===== src/rtl/spi_pkg.sv =====
// Shared constants, command codes and FSM state type for the SPI command initiator.
package spi_pkg;

  localparam int unsigned FRAME_W = 11;
  localparam int unsigned DATA_W  = 8;

  // Frame bits [10:8].
  localparam logic [2:0] CMD_WR_ADDR = 3'b000;
  localparam logic [2:0] CMD_WR_DATA = 3'b001;
  localparam logic [2:0] CMD_RD_ADDR = 3'b110;
  localparam logic [2:0] CMD_RD_DATA = 3'b111;

  typedef enum logic [2:0] {
    StIdle,
    StShift,
    StWait,
    StCapture,
    StGap
  } spi_m_state_e;

endpackage


===== src/rtl/spi_cmd_if.sv =====
// Host-side command/response bundle of the SPI initiator.
interface spi_cmd_if;
  import spi_pkg::*;

  logic [FRAME_W-1:0] cmd_data;
  logic               cmd_valid;
  logic               cmd_ready;
  logic [DATA_W-1:0]  rd_data;
  logic               rd_valid;
  logic               busy;

  // Host / sequencer side.
  modport master (
    output cmd_data, cmd_valid,
    input  cmd_ready, rd_data, rd_valid, busy
  );

  // SPI initiator side.
  modport slave (
    input  cmd_data, cmd_valid,
    output cmd_ready, rd_data, rd_valid, busy
  );

endinterface


===== src/rtl/spi_m_shifter.sv =====
// MSB-first shift register with bit counter, shared by MOSI serialisation and MISO capture.
module spi_m_shifter
  import spi_pkg::*;
(
  input  logic               clk,
  input  logic               rst_n,
  input  logic               load,
  input  logic [FRAME_W-1:0] load_data,
  input  logic               shift,
  input  logic               shift_in,
  input  logic               clr,
  input  logic               wide,      // 1: 11-bit frame, 0: 8-bit capture
  output logic               msb,
  output logic [DATA_W-1:0]  capt,      // low byte as it will be after this shift
  output logic               done
);

  localparam logic [3:0] LastWide   = 4'(FRAME_W - 1);
  localparam logic [3:0] LastNarrow = 4'(DATA_W - 1);

  logic [FRAME_W-1:0] data_q;
  logic [3:0]         cnt_q;

  // Data register and bit counter; load wins over shift, clr/load restart the count.
  always_ff @(posedge clk) begin
    if (!rst_n) begin
      data_q <= '0;
      cnt_q  <= '0;
    end else begin
      if (load) begin
        data_q <= load_data;
      end else if (shift) begin
        data_q <= {data_q[FRAME_W-2:0], shift_in};
      end
      if (load || clr) begin
        cnt_q <= '0;
      end else if (shift) begin
        cnt_q <= cnt_q + 4'd1;
      end
    end
  end

  assign msb  = data_q[FRAME_W-1];
  assign capt = {data_q[DATA_W-2:0], shift_in};
  assign done = (cnt_q == (wide ? LastWide : LastNarrow));

endmodule


===== src/rtl/spi_master_if.sv =====
// SPI initiator: sends 11-bit command frames and captures the 8-bit read-data reply.
module spi_master_if
  import spi_pkg::*;
#(
  parameter int unsigned RD_WAIT = 2
) (
  input  logic      clk,
  input  logic      rst_n,
  spi_cmd_if.slave  cmd,
  output logic      MOSI,
  output logic      SS_n,
  input  logic      MISO
);

  localparam int unsigned WaitLastInt = (RD_WAIT > 0) ? RD_WAIT - 1 : 0;
  localparam logic [3:0]  WaitLast    = WaitLastInt[3:0];

  spi_m_state_e      state_q, state_d;
  logic [3:0]        wait_q, wait_d;
  logic              is_rd_q, is_rd_d;
  logic              ss_n_q, ss_n_d;
  logic [DATA_W-1:0] rd_data_q, rd_data_d;
  logic              rd_valid_q, rd_valid_d;
  logic              ready;

  logic              sh_load, sh_shift, sh_in, sh_clr, sh_wide;
  logic              sh_msb, sh_done;
  logic [DATA_W-1:0] sh_capt;

  assign ready   = rst_n && (state_q == StIdle);
  assign sh_wide = (state_q != StCapture);

  spi_m_shifter u_shifter (
    .clk       (clk),
    .rst_n     (rst_n),
    .load      (sh_load),
    .load_data (cmd.cmd_data),
    .shift     (sh_shift),
    .shift_in  (sh_in),
    .clr       (sh_clr),
    .wide      (sh_wide),
    .msb       (sh_msb),
    .capt      (sh_capt),
    .done      (sh_done)
  );

  // Next-state logic, shifter control and output register next values.
  always_comb begin
    state_d    = state_q;
    wait_d     = wait_q;
    is_rd_d    = is_rd_q;
    rd_data_d  = rd_data_q;
    rd_valid_d = 1'b0;
    sh_load    = 1'b0;
    sh_shift   = 1'b0;
    sh_in      = 1'b0;
    sh_clr     = 1'b0;
    unique case (state_q)
      StIdle: begin
        if (cmd.cmd_valid && ready) begin
          sh_load = 1'b1;
          is_rd_d = (cmd.cmd_data[FRAME_W-1 -: 3] == CMD_RD_DATA);
          state_d = StShift;
        end
      end
      StShift: begin
        sh_shift = 1'b1;
        if (sh_done) begin
          sh_clr = 1'b1;
          wait_d = '0;
          if (!is_rd_q) begin
            state_d = StGap;
          end else if (RD_WAIT == 0) begin
            state_d = StCapture;
          end else begin
            state_d = StWait;
          end
        end
      end
      StWait: begin
        if (wait_q == WaitLast) begin
          state_d = StCapture;
        end else begin
          wait_d = wait_q + 4'd1;
        end
      end
      StCapture: begin
        sh_shift = 1'b1;
        sh_in    = MISO;
        if (sh_done) begin
          rd_data_d  = sh_capt;
          rd_valid_d = 1'b1;
          state_d    = StGap;
        end
      end
      StGap: begin
        state_d = StIdle;
      end
      default: begin
        state_d = StIdle;
      end
    endcase
    ss_n_d = !(state_d inside {StShift, StWait, StCapture});
  end

  // State and registered outputs; reset aborts any frame in flight.
  always_ff @(posedge clk) begin
    if (!rst_n) begin
      state_q    <= StIdle;
      wait_q     <= '0;
      is_rd_q    <= 1'b0;
      ss_n_q     <= 1'b1;
      rd_data_q  <= '0;
      rd_valid_q <= 1'b0;
    end else begin
      state_q    <= state_d;
      wait_q     <= wait_d;
      is_rd_q    <= is_rd_d;
      ss_n_q     <= ss_n_d;
      rd_data_q  <= rd_data_d;
      rd_valid_q <= rd_valid_d;
    end
  end

  // The shifter MSB is a flop and is zero outside SHIFT: the 11th shift empties the
  // frame, and the 8-bit capture never reaches bit 10.
  assign MOSI          = sh_msb;
  assign SS_n          = ss_n_q;
  assign cmd.cmd_ready = ready;
  assign cmd.rd_data   = rd_data_q;
  assign cmd.rd_valid  = rd_valid_q;
  assign cmd.busy      = (state_q != StIdle);

endmodule


===== src/flat_wrapper.sv =====
// flat-port wrapper written by rule: the top's interface ports become plain ports
module spi_master_if_flat import spi_pkg::*;
#(
  parameter int unsigned RD_WAIT = 2
)
  (clk, rst_n, MOSI, SS_n, MISO, cmd_cmd_data, cmd_cmd_valid, cmd_cmd_ready, cmd_rd_data, cmd_rd_valid, cmd_busy);
  spi_cmd_if cmd_i ();
  input  logic clk;
  input  logic rst_n;
  output logic MOSI;
  output logic SS_n;
  input  logic MISO;
  input wire logic [$bits(cmd_i.cmd_data)-1:0] cmd_cmd_data;
  input wire logic [$bits(cmd_i.cmd_valid)-1:0] cmd_cmd_valid;
  output wire logic [$bits(cmd_i.cmd_ready)-1:0] cmd_cmd_ready;
  output wire logic [$bits(cmd_i.rd_data)-1:0] cmd_rd_data;
  output wire logic [$bits(cmd_i.rd_valid)-1:0] cmd_rd_valid;
  output wire logic [$bits(cmd_i.busy)-1:0] cmd_busy;
  assign cmd_i.cmd_data = cmd_cmd_data;
  assign cmd_i.cmd_valid = cmd_cmd_valid;
  assign cmd_cmd_ready = cmd_i.cmd_ready;
  assign cmd_rd_data = cmd_i.rd_data;
  assign cmd_rd_valid = cmd_i.rd_valid;
  assign cmd_busy = cmd_i.busy;
  spi_master_if #(.RD_WAIT(RD_WAIT)) u_core (.clk(clk), .rst_n(rst_n), .cmd(cmd_i), .MOSI(MOSI), .SS_n(SS_n), .MISO(MISO));
endmodule

===== config.mk =====
export PLATFORM = sky130hd
export DESIGN_NAME = spi_master_if_flat
export DESIGN_NICKNAME = d
export VERILOG_FILES = /design/src/rtl/spi_pkg.sv /design/src/rtl/spi_cmd_if.sv /design/src/rtl/spi_m_shifter.sv /design/src/rtl/spi_master_if.sv /design/src/flat_wrapper.sv
export SDC_FILE = /design/constraint.sdc
export NUM_CORES = 1
export LEC_CHECK = 0
export ABC_AREA = 1
export CAP_MARGIN = 15
export CORE_MARGIN = 5
export CORE_UTILIZATION = 36
export CTS_CLUSTER_SIZE = 10
export DETAILED_ROUTE_END_ITERATION = 8
export GPL_ROUTABILITY_DRIVEN = 0
export PLACE_DENSITY_LB_ADDON = 0.2
export SYNTH_ARGS = -nofsm -noshare
export SYNTH_HDL_FRONTEND = slang
export SYNTH_HIERARCHICAL = 1
export SYNTH_SLANG_ARGS = --single-unit

===== constraint.sdc =====
create_clock -name clk -period 2.6 [get_ports clk]
set_input_delay 0.39 -clock clk [delete_from_list [all_inputs] [get_ports clk]]
set_output_delay 0.39 -clock clk [all_outputs]
set_load 0.01 [all_outputs]

==> metrics.csv <==
stage;metric;value;unit
final_layout;# diodes;0;
global_route;Tot GR Track Use;12.0;%
logic_synthesis;Yosys top cell area share;38.7;%
detailed_routing;Detail Route Antenna Nets;0;
logic_synthesis;adder-cell share of the synthesized area;2.20;%
detailed_routing;Detailed Route WL;3360;um
logic_synthesis;Mapped Avg Cell Area;7.30;um2
detailed_routing;DR iter-0 viols;54;
global_route;initial antenna violation count;0;
die;io pins;28;
placed_design;# port buffers;27;
power_and_ir_drop;Net Switching;272;uW
detailed_routing;first drt pass iteration count;4;
global_route;Overflow after GRT;0;
final_layout;fin nets;275;
die;Initial Utilization;36.7;%
power_and_ir_drop;sequential share of power;51.6;%
logic_synthesis;Post-synth top flop;dfxtp_1;
clock_network;CTS H-tree depth;2;
logic_synthesis;largest cells by area after synthesis;dfxtp_1 39%, nand2_1 16%, nand3_2 6.4%;
die;Die H;78.9;um
power_and_ir_drop;Leak;0.000863;uW
sta;final worst path period need;1.99;ns
critical_path;startpoint types;flop;
sta;max-slew violations;0;
critical_path;worst path buffer plus inverter count;1;
critical_path;CP Capture Type;output pin;
sta;headroom to the max-slew limit;80.8;%
critical_path;Crit Path Max Fanout;4;
critical_path;Critical Path, Cell by Cell;nor2_1, nand2_1, nor2_1, clkdlybuf4s50_1;
power_and_ir_drop;Comb power frac;11.1;%
logic_synthesis;#FFs+latches synth;33;
worst_hold_path;Hold Startpoint;u_core/cmd.rd_data[5];
sta;clock skew;0.00362;ns
detailed_routing;met3 wire len;149;um
final_layout;share of cells above drive strength 1;14.0;%
clock_network;clk buf depth;2;
detailed_routing;vias after detailed routing;1413;
global_route;largest net degree at the start of global routing;19;
critical_path;most used cell, CP;nor2_1;
critical_path;CP arrival;1.60;ns
logic_synthesis;mux contribution to synthesized area;0.586;%
final_layout;Finished Layout Cells;312;
logic_synthesis;synth warn;6;
clock_network;CTS Root Cell;clkbuf_8;
logic_synthesis;Seq/Total Area, Yosys;38.7;%
die;Die ar.;0.00623;mm2
die;Row Count;25;
power_and_ir_drop;P_int;756;uW
logic_synthesis;Syn Inst Count;234;
global_route;vias in the first global route;1329;
global_route;global-route wire length before repair;5970;um
critical_path;Reg2Reg Depth;12;
clock_network;Clk pin slew, worst setup/hold paths;0.07;ns
status;status;completed;
sta;worst slew pin tran;0.288;ns
clock_network;post-CTS setup buffers;0;
clock_network;CTS sink count;33;
worst_hold_path;Hold EP;u_core/cmd.rd_data[5];
clock_network;Hold-fix buffers, CTS;0;
worst_hold_path;worst hold path type;flop to flop;
critical_path;Worst R2R End;u_core/u_shifter/cnt_q[1];
sta;FMAX;503;MHz
placed_design;placed insts;304;
detailed_routing;DRT met1 WL;1730;um
logic_synthesis;Synth Area in Simple Gates;38.0;%
power_and_ir_drop;Net Sw Frac;26.5;%
logic_synthesis;most common cell in the synthesized netlist;nand2_1;
clock_network;CTS tree;yes;
critical_path;R2R Setup Slk;0.76;ns
sta;count of final setup violators;0;
clock_network;Post-CTS Resized;0;
sta;fin crit share;76.5;%
critical_path;CP max-delay cell;clkdlybuf4s50_1;
detailed_routing;drt wl/cell;10.8;um
logic_synthesis;Post-synth ARST share;0;%
logic_synthesis;Syn Nets;252;
sta;RSZ-0062 raised after global routing;false;
logic_synthesis;Post-synth EDFFs;0;
final_layout;Area growth, synth to finish;19.3;%
logic_synthesis;netlist area before placement;0.00171;mm2
critical_path;CP max stage delay;0.54;ns
clock_network;Clock Latency Late Sink;0.28;ns
critical_path;Req. time, crit path;2.21;ns
detailed_routing;DRC Markers;0;
sta;setup_tns;0;ns
logic_synthesis;Netlist cell types;23;
detailed_routing;top layer in use;met4;
die;Die Span X;78.9;um
clock_network;cts bufs inserted;5;
detailed_routing;vias per cell;4.53;
critical_path;Crit Path Category;flop to output pin;
logic_synthesis;most frequent cells after synthesis;71 x nand2_1, 33 x dfxtp_1, 23 x inv_1;
critical_path;CP delay by family, top;buffers and inverters;
power_and_ir_drop;pwr dens;504;mW/mm2
power_and_ir_drop;peak supply drop;0.207;mV
run;max cap viols;0;
logic_synthesis;Compound-Gate Fraction of Synth Area;6.59;%
die;core area;0.00466;mm2
critical_path;R2R Path Start;u_core/state_q[1];
power_and_ir_drop;Clk pwr share;37.3;%
logic_synthesis;top cell type by total area after synthesis;dfxtp_1;
logic_synthesis;largest family of logic cells by synthesized area;simple AND/OR/NAND/NOR gates;
logic_synthesis;Post-Synth XOR/XNOR Area;0.512;%
detailed_routing;met2 WL;1420;um
placed_design;DP Wirelength;2510;um
worst_hold_path;WHS Path Cells;2;
sta;Final Hold Viols;0;
## sequential cells by signal, indices dropped and copies added (netlist names)
| signal | count |
|---|---|
| u_core/cmd.rd_data | 8 |
| u_core/u_shifter/data_q | 11 |
| u_core/cmd.rd_valid | 1 |
| u_core/wait_q | 4 |
| u_core/SS_n | 1 |
| u_core/u_shifter/cnt_q | 4 |
| u_core/state_q | 3 |
| u_core/is_rd_q | 1 |
## layer usage
layer,global-route usage (%),vias up
li1,-,776
met1,15.8,610
met2,18.4,23
met3,3.74,4
met4,4.64,0
met5,0,-
## how the worst max path moves through the flow
stage                                 start                        end  slack [ns]  cells after the start
after floorplan           u_core/state_q[1]  u_core/u_shifter/cnt_q[2]        0.84                     11
after global routing      u_core/state_q[1]  u_core/u_shifter/cnt_q[1]        0.50                     12
after global placement                rst_n              cmd_cmd_ready        0.62                      4
after detailed placement              rst_n              cmd_cmd_ready        0.60                      4
final                     u_core/state_q[2]              cmd_cmd_ready        0.61                      4
after CTS                 u_core/state_q[2]              cmd_cmd_ready        0.59                      4
## layout make-up
| cell class | count | area, um2 |
|---|---|---|
| Sequential cell | 33 | 661 |
| Clock buffer | 5 | 68.8 |
| Clock inverter | 3 | 17.5 |
| Inverter | 26 | 97.6 |
| Tap cell | 54 | 67.6 |
| Multi-Input combinational cell | 159 | 818 |
| Fill cell | 494 | 2620 |
| Timing Repair Buffer | 32 | 308 |
## cells by family (layout without fill, tap and decap cells)
kind of cell,Yosys count,count (layout)
AO/OA/AOI/OAI,22,22
AND/OR/NAND/NOR,132,132
flip-flops,33,33
adder cells (fa/ha/maj),3,3
buffers and inverters,42,66
multiplexers,1,1
XOR/XNOR,1,1
## worst reg2reg max path, cell delays in order, from the launching register on
cell,delay [ns]
dfxtp_1,0.36
inv_1,0.14
nor2_4,0.18
inv_1,0.08
nor2_1,0.08
o21ai_0,0.07
a21oi_1,0.11
buf_4,0.15
nand3_2,0.15
inv_1,0.12
nor2_1,0.04
nand2_1,0.17
nor2_1,0.07
## power by group through the flow
stage,clock [uW],combinational [uW],sequential (uW)
3_3_place_gp,0,115,542
6_report,384,114,530
3_5_place_dp,0,115,542
5_1_grt,417,129,532
2_1_floorplan,0,83.7,540
4_1_cts,397,116,530
## cell usage in the layout (no fill, tap or decap), drive strengths merged
master and count:
a21boi 1, a21oi 16, buf 5, clkbuf 5, clkdlybuf4s50 27, clkinv 2, clkinvlp 1, dfxtp 33
ha 3, inv 26, mux2i 1, nand2 75, nand3 30, nand4 2, nor2 22, nor3 1
nor3b 2, o21ai 5, xnor2 1
## stage by stage
stage | setup slack [ns] | hold slack, ns | total power (uW) | cell area [um2] | util (%)
after floorplan | 0.844 | 0.452 | 624 | 1710 | -
after global placement | 0.618 | 0.455 | 657 | 1950 | 41.9
after detailed placement | 0.604 | 0.457 | 657 | 1950 | 41.9
after CTS | 0.586 | 0.469 | 1040 | 2040 | 43.7
after global routing | 0.498 | 0.490 | 1080 | 2040 | 43.7
final | 0.610 | 0.468 | 1030 | 2040 | 43.7
(Power assumes the default switching activity.)
